## src/rtl/fpnew_slice_result_fifo.sv

```systemverilog
// Output buffer behind one format slice: stores {result, status, extension bit, tag}
// in a circular buffer and replays the entries in order to the opgroup arbiter.
module fpnew_slice_result_fifo #(
    parameter int unsigned Width    = 32,
    parameter int unsigned Depth    = 2,
    parameter type         TagType  = logic,
    localparam int unsigned CntWidth = $clog2(Depth + 1)
) (
    input  logic                clk_i,
    input  logic                rst_i,
    input  logic [Width-1:0]    result_i,
    input  logic [4:0]          status_i,
    input  logic                extension_bit_i,
    input  TagType              tag_i,
    input  logic                in_valid_i,
    output logic                in_ready_o,
    input  logic                flush_i,
    output logic [Width-1:0]    result_o,
    output logic [4:0]          status_o,
    output logic                extension_bit_o,
    output TagType              tag_o,
    output logic                out_valid_o,
    input  logic                out_ready_i,
    output logic [CntWidth-1:0] count_o,
    output logic                busy_o
);

    localparam int unsigned PtrWidth = (Depth > 1) ? $clog2(Depth) : 1;

    typedef struct packed {
        logic [Width-1:0] result;
        logic [4:0]       status;
        logic             extension_bit;
        TagType           tag;
    } entry_t;

    entry_t                entry_mem [Depth];
    logic [PtrWidth-1:0]   wr_ptr_reg, wr_ptr_next;
    logic [PtrWidth-1:0]   rd_ptr_reg, rd_ptr_next;
    logic [CntWidth-1:0]   count_reg, count_next;
    logic                  push;
    logic                  pop;
    entry_t                head;

    // Pointers wrap explicitly so non-power-of-two depths work.
    function automatic logic [PtrWidth-1:0] ptr_inc(input logic [PtrWidth-1:0] ptr);
        if (ptr == PtrWidth'(Depth - 1)) begin
            return '0;
        end
        return ptr + PtrWidth'(1);
    endfunction

    // Ready and valid come from registered count only, so out_ready_i never reaches in_ready_o.
    assign in_ready_o  = (count_reg < CntWidth'(Depth));
    assign out_valid_o = (count_reg != '0);
    assign push        = in_valid_i & in_ready_o & ~flush_i;
    assign pop         = out_valid_o & out_ready_i & ~flush_i;

    always_comb begin
        wr_ptr_next = wr_ptr_reg;
        rd_ptr_next = rd_ptr_reg;
        count_next  = count_reg;
        if (flush_i) begin
            wr_ptr_next = '0;
            rd_ptr_next = '0;
            count_next  = '0;
        end else begin
            if (push) begin
                wr_ptr_next = ptr_inc(wr_ptr_reg);
            end
            if (pop) begin
                rd_ptr_next = ptr_inc(rd_ptr_reg);
            end
            if (push && !pop) begin
                count_next = count_reg + CntWidth'(1);
            end else if (pop && !push) begin
                count_next = count_reg - CntWidth'(1);
            end
        end
    end

    always_ff @(posedge clk_i or posedge rst_i) begin
        if (rst_i) begin
            wr_ptr_reg <= '0;
            rd_ptr_reg <= '0;
            count_reg  <= '0;
        end else begin
            wr_ptr_reg <= wr_ptr_next;
            rd_ptr_reg <= rd_ptr_next;
            count_reg  <= count_next;
        end
    end

    // Storage is cleared on reset so the head outputs read as zero until the first push.
    always_ff @(posedge clk_i or posedge rst_i) begin
        if (rst_i) begin
            for (int i = 0; i < Depth; i++) begin
                entry_mem[i] <= '0;
            end
        end else if (push) begin
            entry_mem[wr_ptr_reg] <= '{result:        result_i,
                                       status:        status_i,
                                       extension_bit: extension_bit_i,
                                       tag:           tag_i};
        end
    end

    assign head            = entry_mem[rd_ptr_reg];
    assign result_o        = head.result;
    assign status_o        = head.status;
    assign extension_bit_o = head.extension_bit;
    assign tag_o           = head.tag;
    assign count_o         = count_reg;
    assign busy_o          = out_valid_o | in_valid_i;

    a_count_bound: assert property (@(posedge clk_i) disable iff (rst_i)
        count_reg <= CntWidth'(Depth))
        else $error("fifo occupancy exceeds depth");

    a_head_stable: assert property (@(posedge clk_i) disable iff (rst_i)
        (out_valid_o && !out_ready_i && !flush_i) |=> $stable(head))
        else $error("head payload changed while stalled");

endmodule
```

## config.mk

```make
export PLATFORM = sky130hd
export DESIGN_NAME = fpnew_slice_result_fifo
export DESIGN_NICKNAME = d
export VERILOG_FILES = /design/src/rtl/fpnew_slice_result_fifo.sv
export SDC_FILE = /design/constraint.sdc
export NUM_CORES = 1
export LEC_CHECK = 0
export ABC_AREA = 0
export BUFFER_PORTS_ARGS = -buffer_cell sky130_fd_sc_hd__buf_2
export CORE_MARGIN = 10
export CORE_UTILIZATION = 40
export CTS_CLUSTER_DIAMETER = 200
export DETAILED_ROUTE_END_ITERATION = 7
export SYNTH_ARGS = -nofsm -noshare
export SYNTH_HDL_FRONTEND = slang
export SYNTH_SLANG_ARGS = --single-unit
```

## constraint.sdc

```tcl
create_clock -name clk_i -period 3.1 [get_ports clk_i]
set_input_delay 0.62 -clock clk_i [delete_from_list [all_inputs] [get_ports clk_i]]
set_output_delay 0.62 -clock clk_i [all_outputs]
set_load 0.03 [all_outputs]
```

After elaboration in Yosys (flattened, before gate mapping)
Index checks and enable logic that the tools add are counted.
{"block": "totals", "ff_bits": 82, "in_bits": 44, "output_inout_bits": 44}
{"block": "op_classes", "n_addsub": 4, "magnitude_cmp": 4, "n_mux": 23, "bitwise": 8, "n_reduce_logical": 9}
{"operator": "39-bit two-way mux", "count": 4}
{"operator": "78-bit bitwise mux", "count": 1}
{"operator": "39-bit demux with 1-bit select", "count": 1}
{"operator": "1-bit two-way mux", "count": 14}
{"operator": "2-bit two-way mux", "count": 3}
{"operator": "2-bit nonzero test", "count": 3}
{"operator": "1-bit bitwise AND", "count": 4}
{"operator": "2-bit >= comparator (second input constant)", "count": 2}
{"operator": "1-bit NOT with 2-bit output", "count": 2}
{"operator": "1-bit logical AND", "count": 3}
{"operator": "3-bit nonzero test", "count": 1}
{"operator": "1-bit adder (second input constant)", "count": 2}
{"operator": "2-bit by 1-bit adder with 2-bit output (second input constant)", "count": 1}
{"operator": "1-bit zero test", "count": 2}
{"operator": "2-bit by 1-bit < comparator with 1-bit output (second input constant)", "count": 1}
{"operator": "2-bit < comparator (second input constant)", "count": 1}
{"operator": "2-bit by 1-bit subtractor with 2-bit output (second input constant)", "count": 1}
{"operator": "1-bit NOT", "count": 1}
{"operator": "1-bit OR", "count": 1}

Logic depth before layout (Yosys ltp)
{"block": "logic_depth", "ltp_word": 8, "depth_mapped": 5}

Worst setup path after synthesis
Ideal clock, no wire load.
{"block": "synth_timing", "path_kind": "register to output", "from": "reg rd_ptr_reg", "to": "out result_o[0]", "arrival_time_ns": 1.159, "slack_ns": 1.321, "path_stages_with_launch": 3, "path_buffers": 1, "path_cell_list": "dfrtp_1 buf_1 mux2_2"}
{"block": "synth_between", "elab_chain_len": 4}
{"element": "start, declared", "line_no": "39", "rtl": "logic [PtrWidth-1:0] rd_ptr_reg, rd_ptr_next;"}
{"element": "start signal, assigned", "line_no": "89", "rtl": "rd_ptr_reg <= rd_ptr_next;"}
{"element": "1-bit NOT with 2-bit output (not written as such)", "line_no": "108", "rtl": "assign head = entry_mem[rd_ptr_reg];"}
{"element": "39-bit two-way mux (not written as such) (3 in series)", "line_no": "108"}
{"element": "end, declared", "line_no": "18", "rtl": "output logic [Width-1:0] result_o,"}
Every way passes these cells. The select of a mux whose other input is x is not followed.

Final worst setup path
{"block": "layout_timing", "from": "reg rd_ptr_reg", "to": "out result_o[22]"}
Same word-level chain as after synthesis.

==> flow_metrics.py <==
metrics = {
    "route": {
        "drc_errors": 0,
        "num_vias": 2142,
        "drt_iter0_markers": 85,
        "vias_per_cell": 4.90,
        "final_antenna_net_count": 0,
        "drt-pass1-iter-count": 4,
        "wl_per_cell_um": 17.1,
        "wl_mm": 7.47,
    },
    "grt": {
        "grt_max_degree": 40,
        "antenna_found_initial": 0,
        "grt-ovfl-total": 0,
        "grt_pass1_wl_mm": 12.5,
        "grt_usage": 0.118,
        "grt_pass1_vias": 2467,
    },
    "die": {
        "die-area_um2": 13300,
        "start_util": 0.414,
        "die_y_um": 116,
        "io_pins": 88,
        "rows": 34,
        "die_w_um": 116,
        "core_um2": 8810,
    },
    "layout": {
        "nets": 368,
        "top_register": "entry_mem",
        "final_cells": 437,
        "antenna_cells": 0,
        "largest_reg_flops": 78,
        "fillCellCount": 778,
        "synthToLayoutAreaGrowth_pct": 20.9,
        "drive_gt1_frac": 0.699,
    },
    "power": {
        "internal_power_mw": 2.30,
        "ir_drop_mv": 0.371,
        "power_frac_seq": 0.449,
        "switching_share": 0.321,
        "p_clk_frac": 0.232,
        "power.switching_mw": 1.09,
        "combPwrFrac": 0.319,
        "p_leak_nw": 1.99,
        "finalPower_mw": 3.39,
        "powerDensity_nw_per_um2": 769,
    },
    "clock_tree": {
        "cts_tree": "yes",
        "numCtsBuffers": 9,
        "worstSkewPairLatency_ns": 0.34,
        "postCtsSetupBuffers": 0,
        "cts_sinks": 82,
        "clockRootBuffer": "clkbuf_8",
        "clkTransAtPathRegs_ns": 0.08,
        "cts_resized": 0,
        "htree_levels": 3,
        "postCtsHoldBufs": 0,
        "cts_buffer_depth": 2,
    },
    "timing": {
        "period_needed_ns": 2.45,
        "min_period_over_period": 0.791,
        "clock_skew_ns": 0.00777,
        "tightest_slew_ns": 0.597,
        "tns_ns": 0,
        "max_freq_ghz": 0.408,
        "hold_violations": 0,
        "grt_setup_unrepaired": "false",
        "setup_viol": 0,
        "final.setup.worst_slack_ns": 0.649,
        "final_max_slew_viol_count": 0,
        "relSlewSlack": 0.602,
    },
    "place": {
        "port_buffers": 87,
        "post-place-ws_ns": 0.982,
        "place.gp.congestion": 0.690,
        "detailed_place_hpwl_mm": 5.28,
        "placed_cells": 421,
    },
    "critical_path": {
        "crit_fanout": 21,
        "endpoint_kind": "primary output",
        "critPathArrivalTime_ns": 1.83,
        "startpoint_type": "register",
        "worstPathRequired_ns": 2.48,
        "crit_type": "register to primary output",
    },
    "logic_synthesis": {
        "synth-main-ff-cell": "dfrtp_1",
        "postSynthRegisterBits": 82,
        "syn-cell-area_um2": 3650,
        "ys_warn_count": 0,
        "syn_nets": 276,
        "synthCells": 232,
        "synth.distinct_cells": 25,
        "async_reset_ff_frac": 1.00,
        "synth_edf_count": 0,
        "ys_seq_area_frac": 0.562,
        "avgSynthCellArea_um2": 15.7,
    },
    "worst_hold_path": {
        "hold_class": "primary input to asynchronous set/reset pin",
    },
    "flow_run": {
        "drv_cap": 0,
    },
    "status": {
        "status": "complete, no violations",
    },
}
## cells in the final DEF, fill, tap and decap left out, types with 2 or more instances in the layout
master and count:
o21ai_0 2, nor2b_1 2, buf_4 4, dfrtp_1 81
mux2_4 10, nor2_1 2, mux2_2 106, buf_2 87
clkinvlp_4 2, clkbuf_8 11, xor2_1 2, buf_12 2
clkinv_2 2, a21oi_1 2
## per-stage QoR
stage	instance area, µm²	utilization	hold slack, ns
after floorplan	3650	-	0.454
after global placement	4200	0.477	0.473
after detailed placement	4200	0.477	0.481
after CTS	4410	0.501	0.292
after global routing	4410	0.501	0.313
final	4410	0.501	0.286
## power groups by stage
stage,combinational (mW),clock (mW),sequential [mW]
6_report,1.08,0.787,1.52
2_1_floorplan,0.868,0,1.49
4_1_cts,1.10,0.817,1.53
5_1_grt,1.17,0.867,1.57
3_3_place_gp,1.08,0,1.54
3_5_place_dp,1.10,0,1.54
## cell usage after synthesis (2+ instances only)
cell type	count	area share
mux2_2	106	0.33
dfrtp_1	82	0.56
mux2_4	10	0.041
buf_1	3	0.0031
buf_6	3	0.0093
a21oi_1	2	0.0027
buf_2	2	0.0027
buf_4	2	0.0041
inv_1	2	0.0021
nor2_1	2	0.0021
nor2b_1	2	0.0034
o21ai_0	2	0.0027
xor2_1	2	0.0048
## routing by layer
layer  vias up  share of wire  GRT usage
li1       1008              -          -
met1      1068           0.45      0.143
met2        62           0.45      0.184
met3         4          0.098     0.0620
met4         0         0.0059     0.0228
met5         -              0          0
## cell type report
class	instances	area (µm²)	area share
tap	108	135	0.0306
clock inverter	4	50.0	0.0114
sequential	82	2050	0.466
inverter	2	8.76	0.00199
clock buffer	12	155	0.0352
timing repair buffer	93	505	0.115
multi-input combinational	136	1500	0.341
## worst paths after layout
| kind | from | to | slack (ns) | cells after the start |
|---|---|---|---|---|
| setup / recovery | rd_ptr_reg | result_o[22] | 0.65 | 3 |
| hold / removal | rst_i | entry_mem[27] | 0.29 | 2 |
| setup reg to reg | count_o[1] | entry_mem[26] | 1.17 | 4 |
| hold reg to reg | entry_mem[55] | entry_mem[55] | 0.49 | 1 |
| max in group asynchronous | rst_i | entry_mem[53] | 2.14 | 3 |
| min in group clk_i | entry_mem[55] | entry_mem[55] | 0.49 | 1 |
## critical path, cell delays in order, from the launching register on
cell	delay, ns
dfrtp_2	0.69
buf_12	0.24
mux2_2	0.36
buf_2	0.18
## logic make-up after synthesis
logic type                Yosys count  share of synthesized area
AOI/OAI and AO/OA                   5                    0.00755
DFF                                82                      0.562
xor gates and xnor gates            2                    0.00480
buffers and inverters              14                     0.0278
and+or+nand+nor                    11                     0.0233
muxes                             118                      0.374
No activity file was read; power rests on OpenSTA's default activity.
